`config.mk`:
```
export PLATFORM = sky130hd
export DESIGN_NAME = uart_transceiver
export DESIGN_NICKNAME = d
export VERILOG_FILES = /design/src/rtl/uart_transceiver.sv
export SDC_FILE = /design/constraint.sdc
export NUM_CORES = 1
export LEC_CHECK = 0
export CORE_UTILIZATION = 50
export CTS_CLUSTER_SIZE = 12
export DETAILED_ROUTE_END_ITERATION = 10
export PLACE_DENSITY = 0.8
export SLEW_MARGIN = 0
export SYNTH_ARGS = -nofsm -noshare
export SYNTH_HDL_FRONTEND = slang
export SYNTH_SLANG_ARGS = --single-unit
```
`constraint.sdc`:
```
create_clock -name clk_bus -period 2.3 [get_ports clk_bus]
set_input_delay 0.69 -clock clk_bus [delete_from_list [all_inputs] [get_ports clk_bus]]
set_output_delay 0.69 -clock clk_bus [all_outputs]
set_load 0.1 [all_outputs]
```
`src/rtl/uart_transceiver.sv`:
```
// 8N1 UART transmitter and receiver sharing one clock; the transmitter serialises
// bytes on txd and the receiver recovers bytes from an asynchronous rxd line.
module uart_transceiver #(
    parameter int CLKS_PER_BIT = 434
) (
    input  logic       clk_bus,
    input  logic       rst_bus,
    input  logic       tx_start,
    input  logic [7:0] tx_data,
    output logic       tx_busy,
    output logic       txd,
    input  logic       rxd,
    output logic [7:0] rx_data,
    output logic       rx_ready,
    output logic       rx_frame_err
);

    localparam int CNT_W = $clog2(CLKS_PER_BIT);
    localparam logic [CNT_W-1:0] CNT_LAST = CNT_W'(CLKS_PER_BIT - 1);
    localparam logic [CNT_W-1:0] CNT_HALF = CNT_W'((CLKS_PER_BIT - 1) / 2);

    typedef enum logic [1:0] {TX_IDLE, TX_START, TX_DATA, TX_STOP} tx_state_t;
    typedef enum logic [2:0] {RX_IDLE, RX_START, RX_DATA, RX_STOP, RX_WAIT_HIGH} rx_state_t;

    tx_state_t        tx_state, tx_state_next;
    logic [CNT_W-1:0] tx_cnt, tx_cnt_next;
    logic [2:0]       tx_idx, tx_idx_next;
    logic [7:0]       tx_byte, tx_byte_next;
    logic             txd_next;
    logic             tx_bit_done;

    rx_state_t        rx_state, rx_state_next;
    logic [CNT_W-1:0] rx_cnt, rx_cnt_next;
    logic [2:0]       rx_idx, rx_idx_next;
    logic [7:0]       rx_shift, rx_shift_next;
    logic [7:0]       rx_data_next;
    logic             rx_meta, rxs;
    logic             rx_bit_done, rx_half, rx_good, rx_bad;

    always_ff @(posedge clk_bus) begin
        if (rst_bus) begin
            tx_state <= TX_IDLE;
            tx_cnt   <= '0;
            tx_idx   <= '0;
            tx_byte  <= '0;
            txd      <= 1'b1;
        end else begin
            tx_state <= tx_state_next;
            tx_cnt   <= tx_cnt_next;
            tx_idx   <= tx_idx_next;
            tx_byte  <= tx_byte_next;
            txd      <= txd_next;
        end
    end

    always_comb begin
        tx_bit_done   = (tx_cnt == CNT_LAST);
        tx_state_next = tx_state;
        case (tx_state)
            TX_IDLE:  if (tx_start) tx_state_next = TX_START;
            TX_START: if (tx_bit_done) tx_state_next = TX_DATA;
            TX_DATA:  if (tx_bit_done && tx_idx == 3'd7) tx_state_next = TX_STOP;
            TX_STOP:  if (tx_bit_done) tx_state_next = TX_IDLE;
            default:  tx_state_next = TX_IDLE;
        endcase
    end

    // txd is registered, so it is driven from the state being entered, not the current one
    always_comb begin
        tx_busy      = (tx_state != TX_IDLE);
        tx_cnt_next  = (tx_state == TX_IDLE || tx_bit_done) ? '0 : tx_cnt + CNT_W'(1);
        tx_idx_next  = (tx_state == TX_DATA && tx_bit_done) ? tx_idx + 3'd1 : tx_idx;
        tx_byte_next = (tx_state == TX_IDLE && tx_start) ? tx_data : tx_byte;
        case (tx_state_next)
            TX_START: txd_next = 1'b0;
            TX_DATA:  txd_next = tx_byte_next[tx_idx_next];
            default:  txd_next = 1'b1;
        endcase
    end

    always_ff @(posedge clk_bus) begin
        if (rst_bus) begin
            rx_meta      <= 1'b1;
            rxs          <= 1'b1;
            rx_state     <= RX_IDLE;
            rx_cnt       <= '0;
            rx_idx       <= '0;
            rx_shift     <= '0;
            rx_data      <= '0;
            rx_ready     <= 1'b0;
            rx_frame_err <= 1'b0;
        end else begin
            rx_meta      <= rxd;
            rxs          <= rx_meta;
            rx_state     <= rx_state_next;
            rx_cnt       <= rx_cnt_next;
            rx_idx       <= rx_idx_next;
            rx_shift     <= rx_shift_next;
            rx_data      <= rx_data_next;
            rx_ready     <= rx_good;
            rx_frame_err <= rx_bad;
        end
    end

    always_comb begin
        rx_bit_done   = (rx_cnt == CNT_LAST);
        rx_half       = (rx_cnt == CNT_HALF);
        rx_state_next = rx_state;
        case (rx_state)
            RX_IDLE:      if (!rxs) rx_state_next = RX_START;
            RX_START:     if (rx_half) rx_state_next = rxs ? RX_IDLE : RX_DATA;
            RX_DATA:      if (rx_bit_done && rx_idx == 3'd7) rx_state_next = RX_STOP;
            RX_STOP:      if (rx_bit_done) rx_state_next = rxs ? RX_IDLE : RX_WAIT_HIGH;
            RX_WAIT_HIGH: if (rxs) rx_state_next = RX_IDLE;
            default:      rx_state_next = RX_IDLE;
        endcase
    end

    // The start-bit wait lands mid-bit, so every later full-period wrap is also mid-bit
    always_comb begin
        case (rx_state)
            RX_START:         rx_cnt_next = rx_half ? '0 : rx_cnt + CNT_W'(1);
            RX_DATA, RX_STOP: rx_cnt_next = rx_bit_done ? '0 : rx_cnt + CNT_W'(1);
            default:          rx_cnt_next = '0;
        endcase
        rx_idx_next   = (rx_state == RX_DATA && rx_bit_done) ? rx_idx + 3'd1 : rx_idx;
        rx_shift_next = (rx_state == RX_DATA && rx_bit_done) ? {rxs, rx_shift[7:1]} : rx_shift;
        rx_good       = (rx_state == RX_STOP) && rx_bit_done && rxs;
        rx_bad        = (rx_state == RX_STOP) && rx_bit_done && !rxs;
        rx_data_next  = rx_good ? rx_shift : rx_data;
    end

endmodule
```
# --- Word-level counts from Yosys, hierarchy flattened ---
# Index checks and enable logic that the tools add are counted.
word_totals:
  regBits: 58
  input_bits: 12
  out_inout_bits: 12
  wordCells: 75
op_classes:
  add_sub_neg: 4
  order_cmp: 1
  n_eq_ne: 19
  n_mux: 21
  reduce_logical: 16
ops:
  columns: ["operator", "count"]
  rows:
  - ["$mux 3", 7]
  - ["$add 9x1->9 const B", 2]
  - ["$eq 9x9->1 const B", 2]
  - ["$mux 9", 2]
  - ["$pmux 9 s2", 1]
  - ["$pmux 3 s5", 1]
  - ["$mux 2", 5]
  - ["$ne 2x2->1 const B", 5]
  - ["$eq 3x3->1 const B", 3]
  - ["$eq 9x8->1 const B", 1]
  - ["$logic_and 1x1->1", 8]
  - ["$mux 8", 1]
  - ["$pmux 2 s4", 1]
  - ["$add 3x1->3 const B", 2]
  - ["$eq 2x2->1 const B", 3]
  - ["$eq 3x2->1 const B", 2]
  - ["$reduce_and 5->1", 1]
  - ["$eq 2x1->1 const B", 2]
  - ["$lt 3x4->1 const B", 1]
  - ["$reduce_or 2->1", 2]
  - ["$bmux 1 s3", 1]
  - ["$eq 3x1->1 const B", 1]
  - ["$logic_not 3->1", 1]
  - ["$logic_not 2->1", 1]
  - ["other kinds (5)", 5]

# --- Longest topological paths before layout ---
logic_depth:
  ltp_word: 6
  mapped_depth: 9
  mapped_depth_nobuf: 8

# --- Least setup slack after synthesis ---
# OpenSTA, ideal clock, no wires.
synth_timing:
  kind: "input-to-reg"
  startpoint: "input port tx_start"
  endpoint: "register txd"
  setup_ns: 0.066
  arrival_time_ns: 2.018
  t_required_ns: 2.234
  setup_slack_ns: 0.216
  stages: 7
  path_cell_list: "or3b_2 -> clkbuf_1 -> mux2i_1 -> a32oi_1 -> o21ai_0 -> a31oi_1 -> a21boi_2"
synth_between:
  elab_chain_len: 5
  word_cells_on_any_way: 9
  classes_between: "eq/ne: 2; mux: 6; reduce/logical: 1"
synth_lines:
  columns: ["item", "line_no", "rtl"]
  rows:
  - ["start: declaration", "8", "input logic tx_start,"]
  - ["$logic_and 1x1->1", "73", "tx_byte_next = (tx_state == TX_IDLE && tx_start) ? tx_data : tx_byte;"]
  - ["$mux 8", "73", null]
  - ["$bmux 1 s3", "76", "TX_DATA: txd_next = tx_byte_next[tx_idx_next];"]
  - ["$mux 1 (implied by the code)", "76", null]
  - ["$pmux 1 s2 *", "74", "case (tx_state_next)"]
  - ["end signal: assignment", "52", "txd <= txd_next;"]
  - ["end: declaration", "11", "output logic txd,"]
# Every way passes the cells marked *; elsewhere a longest branch is shown, timed or not. The select of a mux whose other input is x is not followed.
# A chain may end at the register's enable or synchronous reset.

# --- Worst setup path after layout ---
layout_timing:
  startpoint: "register tx_cnt[2]"
  endpoint: "register txd"
layout_between:
  elab_chain_len: 6
  word_cells_on_any_way: 13
  classes_between: "eq/ne: 3; mux: 8; reduce/logical: 2"
layout_lines:
  columns: ["item", "line_no", "rtl"]
  rows:
  - ["start: declaration", "26", "logic [CNT_W-1:0] tx_cnt, tx_cnt_next;"]
  - ["start signal: assignment", "49", "tx_cnt <= tx_cnt_next;"]
  - ["$eq 9x9->1 *", "57", "tx_bit_done = (tx_cnt == CNT_LAST);"]
  - ["$logic_and 1x1->1 (on tied branches)", "72, 62", null]
  - ["$mux 3 / $mux 2 (equally long branches)", "72, 62", null]
  - ["$bmux 1 s3 / $pmux 2 s4 (equally long branches)", "76, 59", null]
  - ["$mux 1 (implied by the code) (tied with other cells)", "76", null]
  - ["$pmux 1 s2 *", "74", null]
# Marked as above.

==> flow_metrics.py <==
metrics = {
    "routing": {
        "wl_met1_um": 2340,
        "topRoutingLayerUsed": "met4",
        "vias": 2166,
        "dr.pass1.iters": 4,
        "wl_met3_um": 196,
        "drc": 0,
        "ant_nets": 0,
        "drt-total-wl_um": 4840,
        "wire_per_inst_um": 11.7,
        "via_per_inst": 5.24,
        "wl_met2_um": 2230,
        "drt_iter0_drc": 114,
    },
    "global_route": {
        "grt_pass1_wl_um": 7980,
        "grt_max_degree": 30,
        "track_usage": 0.190,
        "grt_overflow": 0,
        "antenna_found_initial": 0,
        "grt_pass1_vias": 1901,
    },
    "power_and_ir_drop": {
        "max-vdd-ir-drop_mv": 0.384,
        "p_leak_nw": 1.21,
        "powerDensity_nw_per_um2": 629,
    },
    "sta": {
        "maxSlewViolCount": 0,
        "final.period_utilization": 0.920,
        "slew_headroom": 0.737,
        "clock_skew_ns": 0.00815,
        "tns_ns": 0,
        "setup_viol": 0,
        "rsz0062_at_grt": "false",
        "max_freq_mhz": 473,
        "tightest_slew_ns": 0.391,
        "hold_violations": 0,
        "post-route-min-period_ns": 2.12,
    },
    "placed_design": {
        "gp_congestion": 0.864,
        "dp_cells": 397,
        "hpwlAfterDp_um": 3430,
        "buffer_ports.inserted": 23,
        "placed_cell_area_um2": 2960,
    },
    "floorplanning": {
        "core_um2": 5110,
        "initial_core_util": 0.520,
        "die_w_um": 74.9,
        "die_height_um": 74.9,
        "fp-row-count": 26,
        "die_area_um2": 5600,
        "ios": 24,
    },
    "final_layout": {
        "seqCellArea_um2": 1160,
        "stdcell_count": 413,
        "drive_gt1_frac": 0.149,
        "nNetsFinal": 359,
        "fillers": 438,
        "fin_area_um2": 3140,
        "antennaDiodeCount": 0,
        "area_growth_pct": 18.4,
        "multi_input_area_um2": 1380,
    },
    "synthesis": {
        "netlist_area_um2": 2650,
        "synth.net_count": 331,
        "synth_seq_cells": 58,
        "synth_warnings": 0,
        "postSynth.asyncResetShare": 0,
        "syn_inst": 310,
        "ys_types": 47,
        "seq_area_frac_synth": 0.438,
        "synth_ff_type": "dfxtp_1",
        "avgSynthCellArea_um2": 8.56,
        "synth_edf_count": 0,
    },
    "clocking": {
        "cts_resized": 0,
        "htreeDepth": 3,
        "cts_buffers": 9,
        "cts_root_buffer": "clkbuf_8",
        "cts_tree": "built",
        "clk_path_buf_depth": 2,
        "clkTransAtPathRegs_ns": 0.07,
        "holdBufCountCts": 0,
        "clock_latency_ns": 0.34,
        "post_cts.repair.setup_buffers": 0,
        "cts_num_sinks": 58,
    },
    "hold_path": {
        "hold_path_class": "reg -> reg",
    },
    "run_status": {
        "status": "completed",
    },
    "setup_path": {
        "start_kind": "register",
        "critPathCaptureType": "register",
        "rrSetupSlack_ns": 0.18,
        "crit_arrival_ns": 2.34,
        "required_ns": 2.52,
        "cp_max_fo": 8,
        "crit_type": "reg -> reg",
    },
    "flow_run": {
        "drv_cap": 0,
    },
}
[sequential cells by signal, summed over array words and instances, names as in the netlist]
register and cells:
tx_idx 3, rx_frame_err 1, rx_meta 1, txd 1, rx_data 8, rxs 1
rx_ready 1, rx_cnt 9, rx_idx 3, tx_cnt 9, tx_byte 8, rx_state 3
tx_state 2, rx_shift 8
[cells by family after synthesis]
family / count (synthesis) / share of synthesized area
AOI/OAI and AO/OA: 40 / 0.100
DFF: 58 / 0.438
muxes: 15 / 0.0589
buffers and inverters: 28 / 0.0429
adders and majority gates: 9 / 0.0424
and+or+nand+nor: 143 / 0.262
xor gates and xnor gates: 17 / 0.0561
[path summary, 6_finish.rpt]
path | from | cells past startpoint | end
max | tx_cnt[2]$_SDFF_PP0_ | 6 | txd$_SDFF_PP1_
min | rx_meta$_SDFF_PP1_ | 1 | rxs$_SDFF_PP1_
max reg2reg | tx_cnt[2]$_SDFF_PP0_ | 6 | txd$_SDFF_PP1_
min reg2reg | rx_meta$_SDFF_PP1_ | 1 | rxs$_SDFF_PP1_
[cell usage in the layout (no fill, tap or decap), types with 5 or more instances in the layout]
master and instances:
nand3_1 10, xor2_1 5, inv_1 12, ha_1 9
xnor2_1 12, buf_4 21, mux2i_1 13, a21oi_1 19
nor3_1 6, nand2_1 42, nand4_1 7, clkdlybuf4s50_1 11
clkbuf_8 9, nor2_1 50, dfxtp_1 58
[per-stage QoR]
stage	worst slack [ns]	hold WS, ns	util	total power, mW
2_1_floorplan	0.216	0.389	-	1.13
3_3_place_gp	-0.186	0.397	0.580	1.18
3_5_place_dp	-0.239	0.406	0.580	1.18
4_1_cts	0.115	0.423	0.615	2.00
5_1_grt	0.0845	0.453	0.615	2.07
6_report	0.185	0.423	0.615	1.98
[worst max-delay path: stages (launching register included)]
cell	delay (ns)
dfxtp_1	0.37
or4b_4	0.61
nor4_4	0.33
nor2_2	0.12
mux2_4	0.32
o221ai_2	0.19
a21boi_2	0.06
[per-layer routing]
metal | global-route usage | vias to the layer above
met1 | 0.238 | 992
li1 | - | 1119
met3 | 0.0656 | 8
met4 | 0.0881 | 0
met5 | 0 | -
met2 | 0.295 | 47
[power by group]
group | leakage (nW) | total [mW] | switching [mW] | internal, mW
logic | 0.658 | 0.129 | 0.0702 | 0.0589
registers | 0.470 | 1.03 | 0.0123 | 1.02
clock network | 0.0777 | 0.817 | 0.423 | 0.394
[final cells by class]
type	instances	area share
well taps	70	0.0279
inverters	12	0.0143
clock buffers	9	0.0394
repair buffers	33	0.0916
flip-flops and latches	58	0.369
multi-input cells	224	0.439
clock inverters	7	0.0179
[synth_stat cells, drive strengths merged (3+ instances only)]
| cell | number | area (µm²) |
|---|---|---|
| a21oi | 19 | 95.1 |
| a31oi | 3 | 18.8 |
| a32oi | 3 | 26.3 |
| buf | 3 | 20.0 |
| clkbuf | 13 | 48.8 |
| dfxtp | 58 | 1160 |
| ha | 9 | 113 |
| inv | 12 | 45.0 |
| mux2i | 13 | 130 |
| nand2 | 42 | 158 |
| nand2b | 3 | 18.8 |
| nand3 | 10 | 50.1 |
| nand4 | 7 | 43.8 |
| nor2 | 51 | 194 |
| nor2b | 4 | 25.0 |
| nor3 | 6 | 30.0 |
| nor4 | 4 | 40.0 |
| o21ai | 3 | 15.0 |
| or3 | 4 | 25.0 |
| xnor2 | 12 | 105 |
| xor2 | 5 | 43.8 |
(Power assumes the default switching activity.)
